==> config.mk <==
export PLATFORM = sky130hd
export DESIGN_NAME = nibble_max_scheduler_flat
export DESIGN_NICKNAME = d
export VERILOG_FILES = /design/src/rtl/nibble_pkg.sv /design/src/rtl/nibble_max_scheduler_if.sv /design/src/rtl/nibble_burst_buffer.sv /design/src/rtl/nibble_max_scheduler.sv /design/src/flat_wrapper.sv
export SDC_FILE = /design/constraint.sdc
export NUM_CORES = 1
export LEC_CHECK = 0
export ABC_AREA = 1
export CORE_MARGIN = 1
export CORE_UTILIZATION = 46
export CTS_BUF_LIST = sky130_fd_sc_hd__clkbuf_4
export DETAILED_ROUTE_END_ITERATION = 12
export PLACE_DENSITY = 0.7
export SLEW_MARGIN = 40
export SYNTH_ARGS = -nofsm -noshare
export SYNTH_HDL_FRONTEND = slang
export SYNTH_SLANG_ARGS = --single-unit
==> constraint.sdc <==
create_clock -name clk -period 2.59 [get_ports clk]
set_input_delay 0.259 -clock clk [delete_from_list [all_inputs] [get_ports clk]]
set_output_delay 0.259 -clock clk [all_outputs]
set_load 0.02 [all_outputs]
==> src/rtl/nibble_pkg.sv <==
// Shared definitions for the nibble max scheduler: FSM encoding and default
// sizing shared with the external comparator.
package nibble_pkg;

  typedef enum logic [1:0] {
    ST_LOAD  = 2'd0,
    ST_ISSUE = 2'd1,
    ST_WAIT  = 2'd2,
    ST_DONE  = 2'd3
  } state_e;

  localparam int unsigned CMP_LAT_DEFAULT = 5;
  localparam int unsigned DEPTH_DEFAULT   = 8;
  localparam int unsigned W_DEFAULT       = 4;

  // Bits needed to hold an element count of 0..depth.
  function automatic int unsigned cnt_width(input int unsigned depth);
    return $clog2(depth + 1);
  endfunction

endpackage

==> src/rtl/nibble_max_scheduler_if.sv <==
// Producer / comparator / consumer signal bundle of the nibble max scheduler.
// The scheduler uses the slave view; the surrounding system uses master.
interface nibble_max_scheduler_if
  import nibble_pkg::*;
#(
  parameter int unsigned DEPTH = DEPTH_DEFAULT,
  parameter int unsigned W     = W_DEFAULT
);
  localparam int unsigned CW = cnt_width(DEPTH);

  logic          in_valid;
  logic [W-1:0]  in_data;
  logic          in_last;
  logic          in_ready;
  logic [W-1:0]  cmp_a;
  logic [W-1:0]  cmp_b;
  logic [W-1:0]  cmp_result;
  logic          busy;
  logic          out_valid;
  logic [W-1:0]  out_max;
  logic [CW-1:0] out_count;
  logic          out_ready;

  modport master (
    output in_valid, in_data, in_last, cmp_result, out_ready,
    input  in_ready, cmp_a, cmp_b, busy, out_valid, out_max, out_count
  );

  modport slave (
    input  in_valid, in_data, in_last, cmp_result, out_ready,
    output in_ready, cmp_a, cmp_b, busy, out_valid, out_max, out_count
  );

endinterface

==> src/rtl/nibble_burst_buffer.sv <==
// DEPTH x W burst register file. The write pointer doubles as the element
// count once the burst is closed; reads are indexed and combinational.
module nibble_burst_buffer
  import nibble_pkg::*;
#(
  parameter int unsigned DEPTH = DEPTH_DEFAULT,
  parameter int unsigned W     = W_DEFAULT
)(
  input  logic                       clk,
  input  logic                       reset,
  input  logic                       wr_en_i,
  input  logic [W-1:0]               wr_data_i,
  input  logic                       clr_i,
  input  logic [cnt_width(DEPTH)-1:0] rd_idx_i,
  output logic [cnt_width(DEPTH)-1:0] count_o,
  output logic [W-1:0]               rd_data_o
);
  localparam int unsigned CW = cnt_width(DEPTH);
  localparam int unsigned AW = (DEPTH > 1) ? $clog2(DEPTH) : 1;

  logic [W-1:0]  mem_q [DEPTH];
  logic [CW-1:0] wr_ptr_q;
  logic [CW-1:0] wr_ptr_d;

  always_comb begin
    wr_ptr_d = wr_ptr_q;
    if (clr_i) begin
      wr_ptr_d = '0;
    end else if (wr_en_i) begin
      wr_ptr_d = wr_ptr_q + CW'(1);
    end
  end

  always_ff @(posedge clk) begin
    if (!reset) begin
      wr_ptr_q <= '0;
      for (int i = 0; i < int'(DEPTH); i++) begin
        mem_q[i] <= '0;
      end
    end else begin
      wr_ptr_q <= wr_ptr_d;
      if (wr_en_i && !clr_i) begin
        mem_q[AW'(wr_ptr_q)] <= wr_data_i;
      end
    end
  end

  assign count_o   = wr_ptr_q;
  assign rd_data_o = mem_q[AW'(rd_idx_i)];

endmodule

==> src/rtl/nibble_max_scheduler.sv <==
// Buffers a nibble burst, then walks it through the shared external
// comparator one pair at a time (running max vs next element).
module nibble_max_scheduler
  import nibble_pkg::*;
#(
  parameter int unsigned DEPTH   = DEPTH_DEFAULT,
  parameter int unsigned W       = W_DEFAULT,
  parameter int unsigned CMP_LAT = CMP_LAT_DEFAULT
)(
  input  logic                  clk,
  input  logic                  reset,
  nibble_max_scheduler_if.slave bus
);
  localparam int unsigned CW  = cnt_width(DEPTH);
  localparam int unsigned WCW = (CMP_LAT < 1) ? 1 : $clog2(CMP_LAT + 1);

  state_e         state_q, state_d;
  logic [CW-1:0]  rd_idx_q, rd_idx_d;
  logic [WCW-1:0] wait_cnt_q, wait_cnt_d;
  logic [W-1:0]   max_q, max_d;
  logic [W-1:0]   cmp_a_q, cmp_a_d;
  logic [W-1:0]   cmp_b_q, cmp_b_d;
  logic [W-1:0]   out_max_q, out_max_d;
  logic [CW-1:0]  out_count_q, out_count_d;
  logic           out_valid_q, out_valid_d;

  logic           buf_wr_en;
  logic           buf_clr;
  logic [CW-1:0]  buf_count;
  logic [W-1:0]   buf_rd_data;

  nibble_burst_buffer #(
    .DEPTH (DEPTH),
    .W     (W)
  ) u_buf (
    .clk       (clk),
    .reset     (reset),
    .wr_en_i   (buf_wr_en),
    .wr_data_i (bus.in_data),
    .clr_i     (buf_clr),
    .rd_idx_i  (rd_idx_q),
    .count_o   (buf_count),
    .rd_data_o (buf_rd_data)
  );

  // Next-state and datapath control.
  always_comb begin
    state_d     = state_q;
    rd_idx_d    = rd_idx_q;
    wait_cnt_d  = wait_cnt_q;
    max_d       = max_q;
    cmp_a_d     = cmp_a_q;
    cmp_b_d     = cmp_b_q;
    out_max_d   = out_max_q;
    out_count_d = out_count_q;
    out_valid_d = out_valid_q;
    buf_wr_en   = 1'b0;
    buf_clr     = 1'b0;

    case (state_q)
      ST_LOAD: begin
        if (bus.in_valid) begin
          buf_wr_en = 1'b1;
          if (buf_count == '0) begin
            max_d = bus.in_data;
          end
          // Burst closes on in_last or when the buffer fills.
          if (bus.in_last || (buf_count == CW'(DEPTH - 1))) begin
            if (buf_count == '0) begin
              state_d     = ST_DONE;
              out_max_d   = bus.in_data;
              out_count_d = CW'(1);
              out_valid_d = 1'b1;
            end else begin
              rd_idx_d = CW'(1);
              state_d  = ST_ISSUE;
            end
          end
        end
      end

      ST_ISSUE: begin
        cmp_a_d    = max_q;
        cmp_b_d    = buf_rd_data;
        wait_cnt_d = '0;
        state_d    = ST_WAIT;
      end

      ST_WAIT: begin
        // Sample one edge after the comparator output has settled.
        if (wait_cnt_q == WCW'(CMP_LAT)) begin
          max_d    = bus.cmp_result;
          rd_idx_d = rd_idx_q + CW'(1);
          if (rd_idx_q == (buf_count - CW'(1))) begin
            state_d     = ST_DONE;
            out_max_d   = bus.cmp_result;
            out_count_d = buf_count;
            out_valid_d = 1'b1;
          end else begin
            state_d = ST_ISSUE;
          end
        end else begin
          wait_cnt_d = wait_cnt_q + WCW'(1);
        end
      end

      ST_DONE: begin
        if (bus.out_ready) begin
          out_valid_d = 1'b0;
          buf_clr     = 1'b1;
          state_d     = ST_LOAD;
        end
      end

      default: begin
        state_d = ST_LOAD;
      end
    endcase
  end

  always_ff @(posedge clk) begin
    if (!reset) begin
      state_q     <= ST_LOAD;
      rd_idx_q    <= '0;
      wait_cnt_q  <= '0;
      max_q       <= '0;
      cmp_a_q     <= '0;
      cmp_b_q     <= '0;
      out_max_q   <= '0;
      out_count_q <= '0;
      out_valid_q <= 1'b0;
    end else begin
      state_q     <= state_d;
      rd_idx_q    <= rd_idx_d;
      wait_cnt_q  <= wait_cnt_d;
      max_q       <= max_d;
      cmp_a_q     <= cmp_a_d;
      cmp_b_q     <= cmp_b_d;
      out_max_q   <= out_max_d;
      out_count_q <= out_count_d;
      out_valid_q <= out_valid_d;
    end
  end

  // in_ready is held low while reset is asserted, independent of state.
  assign bus.in_ready  = reset && (state_q == ST_LOAD);
  assign bus.busy      = (state_q != ST_LOAD);
  assign bus.cmp_a     = cmp_a_q;
  assign bus.cmp_b     = cmp_b_q;
  assign bus.out_valid = out_valid_q;
  assign bus.out_max   = out_max_q;
  assign bus.out_count = out_count_q;

endmodule

==> src/flat_wrapper.sv <==
// flat-port wrapper written by rule: the top's interface ports become plain ports
module nibble_max_scheduler_flat import nibble_pkg::*;
#(
  parameter int unsigned DEPTH   = DEPTH_DEFAULT,
  parameter int unsigned W       = W_DEFAULT,
  parameter int unsigned CMP_LAT = CMP_LAT_DEFAULT
)
  (clk, reset, bus_in_valid, bus_in_data, bus_in_last, bus_cmp_result, bus_out_ready, bus_in_ready, bus_cmp_a, bus_cmp_b, bus_busy, bus_out_valid, bus_out_max, bus_out_count);
  nibble_max_scheduler_if #(.DEPTH(DEPTH), .W(W)) bus_i ();
  input  logic clk;
  input  logic reset;
  input wire logic [$bits(bus_i.in_valid)-1:0] bus_in_valid;
  input wire logic [$bits(bus_i.in_data)-1:0] bus_in_data;
  input wire logic [$bits(bus_i.in_last)-1:0] bus_in_last;
  input wire logic [$bits(bus_i.cmp_result)-1:0] bus_cmp_result;
  input wire logic [$bits(bus_i.out_ready)-1:0] bus_out_ready;
  output wire logic [$bits(bus_i.in_ready)-1:0] bus_in_ready;
  output wire logic [$bits(bus_i.cmp_a)-1:0] bus_cmp_a;
  output wire logic [$bits(bus_i.cmp_b)-1:0] bus_cmp_b;
  output wire logic [$bits(bus_i.busy)-1:0] bus_busy;
  output wire logic [$bits(bus_i.out_valid)-1:0] bus_out_valid;
  output wire logic [$bits(bus_i.out_max)-1:0] bus_out_max;
  output wire logic [$bits(bus_i.out_count)-1:0] bus_out_count;
  assign bus_i.in_valid = bus_in_valid;
  assign bus_i.in_data = bus_in_data;
  assign bus_i.in_last = bus_in_last;
  assign bus_i.cmp_result = bus_cmp_result;
  assign bus_i.out_ready = bus_out_ready;
  assign bus_in_ready = bus_i.in_ready;
  assign bus_cmp_a = bus_i.cmp_a;
  assign bus_cmp_b = bus_i.cmp_b;
  assign bus_busy = bus_i.busy;
  assign bus_out_valid = bus_i.out_valid;
  assign bus_out_max = bus_i.out_max;
  assign bus_out_count = bus_i.out_count;
  nibble_max_scheduler #(.DEPTH(DEPTH), .W(W), .CMP_LAT(CMP_LAT)) u_core (.clk(clk), .reset(reset), .bus(bus_i));
endmodule
==> results of run 1 <==
[state kept, by name (all words and copies together) (netlist names)]
register	count
u_core.state_q	2
u_core.rd_idx_q	4
u_core.u_buf.count_o	4
u_core.max_q	4
u_core.bus.cmp_b	4
u_core.bus.out_count	4
u_core.wait_cnt_q	3
u_core.bus.cmp_a	4
u_core.bus.out_valid	1
u_core.u_buf.mem_q	32
u_core.bus.out_max	4
[final cells by class]
| type | count | area, um2 |
|---|---|---|
| Clock buffer | 9 | 67.6 |
| Clock inverter | 7 | 45.0 |
| Fill cell | 615 | 2850 |
| Inverter | 52 | 199 |
| Multi-Input combinational cell | 249 | 1260 |
| Sequential cell | 66 | 1640 |
| Tap cell | 77 | 96.3 |
| Timing Repair Buffer | 35 | 340 |
[routing by layer]
layer / track usage (%) / vias to the layer above
met4: 8.32 / 0
met1: 29.4 / 1202
li1: - / 1334
met5: 0 / -
met2: 34.0 / 63
met3: 6.52 / 15
[Yosys cell counts, types with 2 or more instances]
library cell	number	area, um2
nor2_1	67	251
nand2_1	62	233
inv_1	40	150
dfxtp_1	34	681
edfxtp_1	32	961
nand3_1	28	140
o21ai_0	25	125
a21oi_1	16	80.1
mux2i_1	8	80.1
o221ai_1	8	70.1
clkinv_1	6	22.5
buf_2	5	25.0
ha_1	5	62.6
nand4_1	5	31.3
nor3_1	5	25.0
clkbuf_1	4	15.0
inv_2	4	15.0
o21ai_1	3	15.0
a211oi_1	2	15.0
and3_1	2	12.5
buf_6	2	22.5
nand2_4	2	22.5
nor2_2	2	12.5
[worst max-delay path, delay by kind of cell, from the launching register on]
kind                   cells  cell delay, ns
buffers and inverters      2            0.69
flip-flops                 1            0.39
AND/OR/NAND/NOR            2            0.30
[cells in the final DEF (no fill, tap or decap), types with 3 or more instances in the layout]
cell type | netlist | routed
o221ai_1 | 8 | 8
nand4_1 | 5 | 5
o21ai_1 | 3 | 3
inv_2 | 4 | 4
a21oi_1 | 16 | 16
clkinv_1 | 6 | 7
nor3_1 | 5 | 5
clkbuf_4 | 0 | 9
dfxtp_1 | 34 | 34
nor2_1 | 67 | 67
buf_4 | 0 | 4
inv_1 | 40 | 40
ha_1 | 5 | 5
clkinvlp_4 | 0 | 3
nand3_1 | 28 | 28
nand2_1 | 62 | 62
edfxtp_1 | 32 | 32
mux2i_1 | 8 | 8
clkinv_2 | 1 | 3
clkdlybuf4s50_1 | 0 | 31
o21ai_0 | 25 | 25
[per-stage QoR]
stage | area [um2] | hold slack, ns
2_1_floorplan | 3160 | 0.430
3_3_place_gp | 3530 | 0.444
3_5_place_dp | 3530 | 0.437
4_1_cts | 3650 | 0.454
5_1_grt | 3650 | 0.483
6_report | 3650 | 0.454
[kinds of logic (layout without fill, tap and decap cells)]
family / Yosys count / in the layout / synth area share, %
simple gates: 179 / 179 / 24.9
buf+inv: 63 / 103 / 8.28
flops: 66 / 66 / 52.0
mux: 8 / 8 / 2.53
fa+ha+maj: 5 / 5 / 1.98
compound gates: 57 / 57 / 10.3
[power by group through the flow]
stage / Clock (W) / Combinational (W) / Sequential, W
finish: 0.000577 / 0.00136 / 0.00138
CTS: 0.000591 / 0.00136 / 0.00139
floorplan: 0 / 0.000891 / 0.00147
global route: 0.000646 / 0.00153 / 0.00141
detailed placement: 0 / 0.00135 / 0.00141
global placement: 0 / 0.00134 / 0.00141
[worst paths after layout]
path	end	cells past startpoint	slack, ns	start
worst max-delay path	bus_in_ready	4	0.55	u_core.state_q[1]
worst min-delay path	u_core.bus.out_count[0]	2	0.45	u_core.bus.out_count[0]
worst max register to register	u_core.bus.out_max[2]	13	0.56	u_core.u_buf.count_o[0]
worst min register to register	u_core.bus.out_count[0]	2	0.45	u_core.bus.out_count[0]
==> qor.csv, run 1 <==
metric;value;unit
Hold Vio Cnt, Final;0;
min cycle time layout;2.04;ns
sequential power share;41.7;%
Switching Share;41.6;%
Gate power share;40.9;%
clk root buf;clkbuf_4;
CP startpoint kind;register;
initial antenna violation count;0;
Async SR Flop Fraction;0;%
final core utilization;56.1;%
setup tns final;0;ns
Mapped Area;3160;um2
WL met2;3320;um
Final Slew Violations;0;
pre-CTS setup slack;0.546;ns
drt wl/cell;14.5;um
P_int;0.00194;W
via-per-instance ratio;5.28;
Final nets;431;
Die Y;84.9;um
routed vias;2614;
Final Skew;0.0155;ns
outcome;finished with violations;
Mean Syn Cell Area;8.36;um2
P&R area growth vs syn;15.4;%
Iteration-0 DRC Markers;162;
Num CTS Buffers;9;
first-pass GRT wire length;12000;um
Max-Cap Viols;0;
FF+latch count, synth;66;
# setup viols final;0;
DP Cell Count;479;
sequential area share after synthesis;52.0;%
post-detail-place hpwl;5250;um
failing checks;design-rule violations;
Post-CTS Hold Buffers;0;
CTS tree;built;
Slew headroom;58.2;%
Net Switching;0.00138;W
Port Buffers;31;
total power;0.00332;W
fmax;491;MHz
Site Rows;29;
gr usage total;22.0;%
CP required;2.33;ns
Worst-Skew Late Latency;0.41;ns
Syn Inst Count;378;
postcts setup bufs;0;
vias in the first global route;2503;
endpoint class of the critical path;primary output;
Syn Nets;396;
Hold Crit Class;reg -> reg;
grt total ovfl;0;
measured slew at the worst slew-check pin;0.625;ns
clock sinks;66;
clk slew on worst S/H paths;0.12;ns
Leak;1.51;nW
clock power share;17.4;%
Tcrit/Tclk final;78.6;%
crit-path max FO;6;
post-route ant nets;0;
clk buf depth;2;
Die Area;7200;um2
fin cells;495;
Post-synth EDFFs;32;
Ant. Diodes;0;
CTS resizes;0;
Slowest-stage cell, CP;clkdlybuf4s50_1;
htree depth;3;
RSZ-0062 raised after global routing;false;
IO Count;32;
VDD IR-drop max;0.571;mV
DRC;2;
synthesis warning total;0;
first drt pass iteration count;8;
WL final;7180;um
met3 WL post-DR;368;um
critical-path cell list;nor2_2 > inv_2 > nor2_1 > clkdlybuf4s50_1;
crit path DAT;1.78;ns
Top Layer Used;met4;
wl on met1;3340;um
Die X-Extent;84.9;um
share of cells above drive strength 1;7.89;%
Main synth FF type;dfxtp_1;
Setup CP Type;reg -> out;
core area;6490;um2
starting density of the core;48.6;%
Worst path max stage delay;0.60;ns
Synth cell types;34;
Placer Congestion;0.886;
Worst Slack Setup Final;0.554;ns
pin count of the biggest net entering global routing;33;
Pwr Density;911;nW/um2
No activity file was read; power rests on OpenSTA's default activity.
==> run 2, diff against run 1 <==
clock period = 1.9 ns   (was 2.59 ns; I/O delays follow)
==> qor.csv, run 2 (same netlist as run 1, synthesis figures left out) <==
metric;value;unit
Port Buffers;31;
CP top delay family;simple AND/OR/NAND/NOR gates;
clk slew on worst S/H paths;0.11;ns
Final Cell Area;3860;um2
global-route layer with the greatest usage;met2;
postcts setup bufs;0;
CTS tree;built;
Net Switching;0.00193;W
Fill cells;601;
Hold Vio Cnt, Final;0;
post-detail-place hpwl;5400;um
first-pass GRT wire length;12000;um
Die X-Extent;84.9;um
post-route ant nets;0;
FF-to-FF Start;u_core.u_buf.count_o[0];
core area;6490;um2
IO Count;32;
pin count of the biggest net entering global routing;33;
min cycle time layout;1.75;ns
M2 GR Usage;36.0;%
Die Y;84.9;um
P_int;0.00290;W
CP bufs+invs;1;
total power;0.00483;W
Num CTS Buffers;9;
clock sinks;66;
FF-to-FF End;u_core.rd_idx_q[2];
clk buf depth;2;
Die Area;7200;um2
Reg2Reg Setup Slack;0.15;ns
top register by number of flip-flops;u_core.u_buf.mem_q;
starting density of the core;48.6;%
fmax;571;MHz
Max-Cap Viols;0;
Largest register FFs;32;
Slew headroom;73.0;%
Setup CP Type;reg -> reg;
most used cell, CP;nand3_1;
commonest cells after routing, fill and taps aside;nor2_1 (65), nand2_1 (61), inv_1 (40);
via-per-instance ratio;5.19;
Worst path max stage delay;0.35;ns
first drt pass iteration count;8;
Cell Area, Placed;3710;um2
vias in the first global route;2615;
CP startpoint kind;register;
sequential power share;38.5;%
# setup viols final;0;
Ant. Diodes;0;
commonest non-fill, non-tap cell in the layout;nor2_1;
met3 usage;4.96;%
WHS Path Cells;3;
Final Slew Violations;0;
Placer Congestion;0.900;
Iteration-0 DRC Markers;145;
gr usage total;22.1;%
drt wl/cell;13.9;um
failing checks;design-rule violations;
grt total ovfl;0;
Final Skew;0.0170;ns
outcome;finished with violations;
Hold Crit Class;in -> reg;
critical-path cell list;buf_4 > ha_1 > nand3_1 > nand3_1 > nand3_1 > nor2_1 > nand3_1 > nand2_1 > nor2_1;
htree depth;3;
Switching Share;39.9;%
initial antenna violation count;0;
WHS Endpoint;u_core.rd_idx_q[1];
Post-CTS Hold Buffers;0;
Worst-Skew Late Latency;0.42;ns
CP required;2.20;ns
Final nets;454;
M1 GR Usage;27.7;%
WL final;7220;um
measured slew at the worst slew-check pin;0.404;ns
crit-path max FO;7;
endpoint class of the critical path;register;
Slowest-stage cell, CP;dfxtp_1;
VDD IR-drop max;0.696;mV
Site Rows;29;
clock power share;19.1;%
P&R area growth vs syn;22.3;%
routed vias;2689;
Gate power share;42.5;%
Leak;1.65;nW
R2R depth;9;
share of cells above drive strength 1;13.6;%
Pwr Density;1250;nW/um2
clk root buf;clkbuf_4;
DRC;2;
Tcrit/Tclk final;92.1;%
crit path DAT;2.05;ns
Hold Crit Start;reset;
==> run 2: what timing repair did <==
item,CTS,global route
endpoints found under the setup margin,1,30
endpoints found under the hold margin,0,0
resized for setup,1,7
==> run 2: final cells by class <==
type / instances / area, um2 / area share, %
clock buffers: 9 / 67.6 / 1.75
clock inverters: 7 / 68.8 / 1.78
inverters: 52 / 199 / 5.15
multi-input cells: 249 / 1270 / 33.0
flip-flops and latches: 66 / 1640 / 42.5
well taps: 77 / 96.3 / 2.49
repair buffers: 58 / 514 / 13.3
==> run 2: how the worst max path moves through the flow <==
| stage | startpoint | to | slack (ns) | cells after the start |
|---|---|---|---|---|
| finish | u_core.u_buf.count_o[0] | u_core.rd_idx_q[2] | 0.15 | 9 |
| global route | u_core.u_buf.count_o[1] | u_core.bus.out_max[1] | -0.006 | 13 |
| CTS | u_core.state_q[0] | bus_busy | 0.03 | 3 |
| detailed placement | reset | u_core.u_buf.mem_q[0][3] | 0.05 | 5 |
| global placement | bus_in_valid | u_core.u_buf.mem_q[0][0] | 0.08 | 7 |
| floorplan | u_core.u_buf.count_o[0] | u_core.bus.out_count[1] | 0.16 | 12 |
==> run 2: worst reg2reg max path: stages (launching register included) <==
cell     delay [ns]
dfxtp_1        0.35
buf_4          0.17
ha_1           0.20
nand3_1        0.11
nand3_1        0.15
nand3_1        0.16
nor2_1         0.27
nand3_1        0.12
nand2_1        0.08
nor2_1         0.04
==> run 2: metal layers <==
layer  share of wire [%]  up-vias
li1                    -     1379
met1                  45     1204
met2                  46       82
met3                 5.8       24
met4                 3.4        0
met5                   0        -
==> run 2: stage by stage <==
step | setup TNS, ns | instances | hold slack [ns] | utilization [%] | setup WS [ns]
global placement | 0 | 502 | 0.445 | 57.1 | 0.0831
CTS | 0 | 518 | 0.409 | 59.1 | 0.0306
global route | -0.00597 | 518 | 0.481 | 59.5 | -0.00597
floorplan | 0 | 378 | 0.363 | - | 0.159
finish | 0 | 518 | 0.431 | 59.5 | 0.149
detailed placement | 0 | 502 | 0.446 | 57.1 | 0.0519
==> run 2: power groups by stage <==
stage	sequential, W	combinational (W)	clock [W]
4_1_cts	0.00186	0.00202	0.000949
3_3_place_gp	0.00188	0.00199	0
5_1_grt	0.00189	0.00227	0.00101
6_report	0.00186	0.00205	0.000922
3_5_place_dp	0.00189	0.00201	0
2_1_floorplan	0.00200	0.00121	0
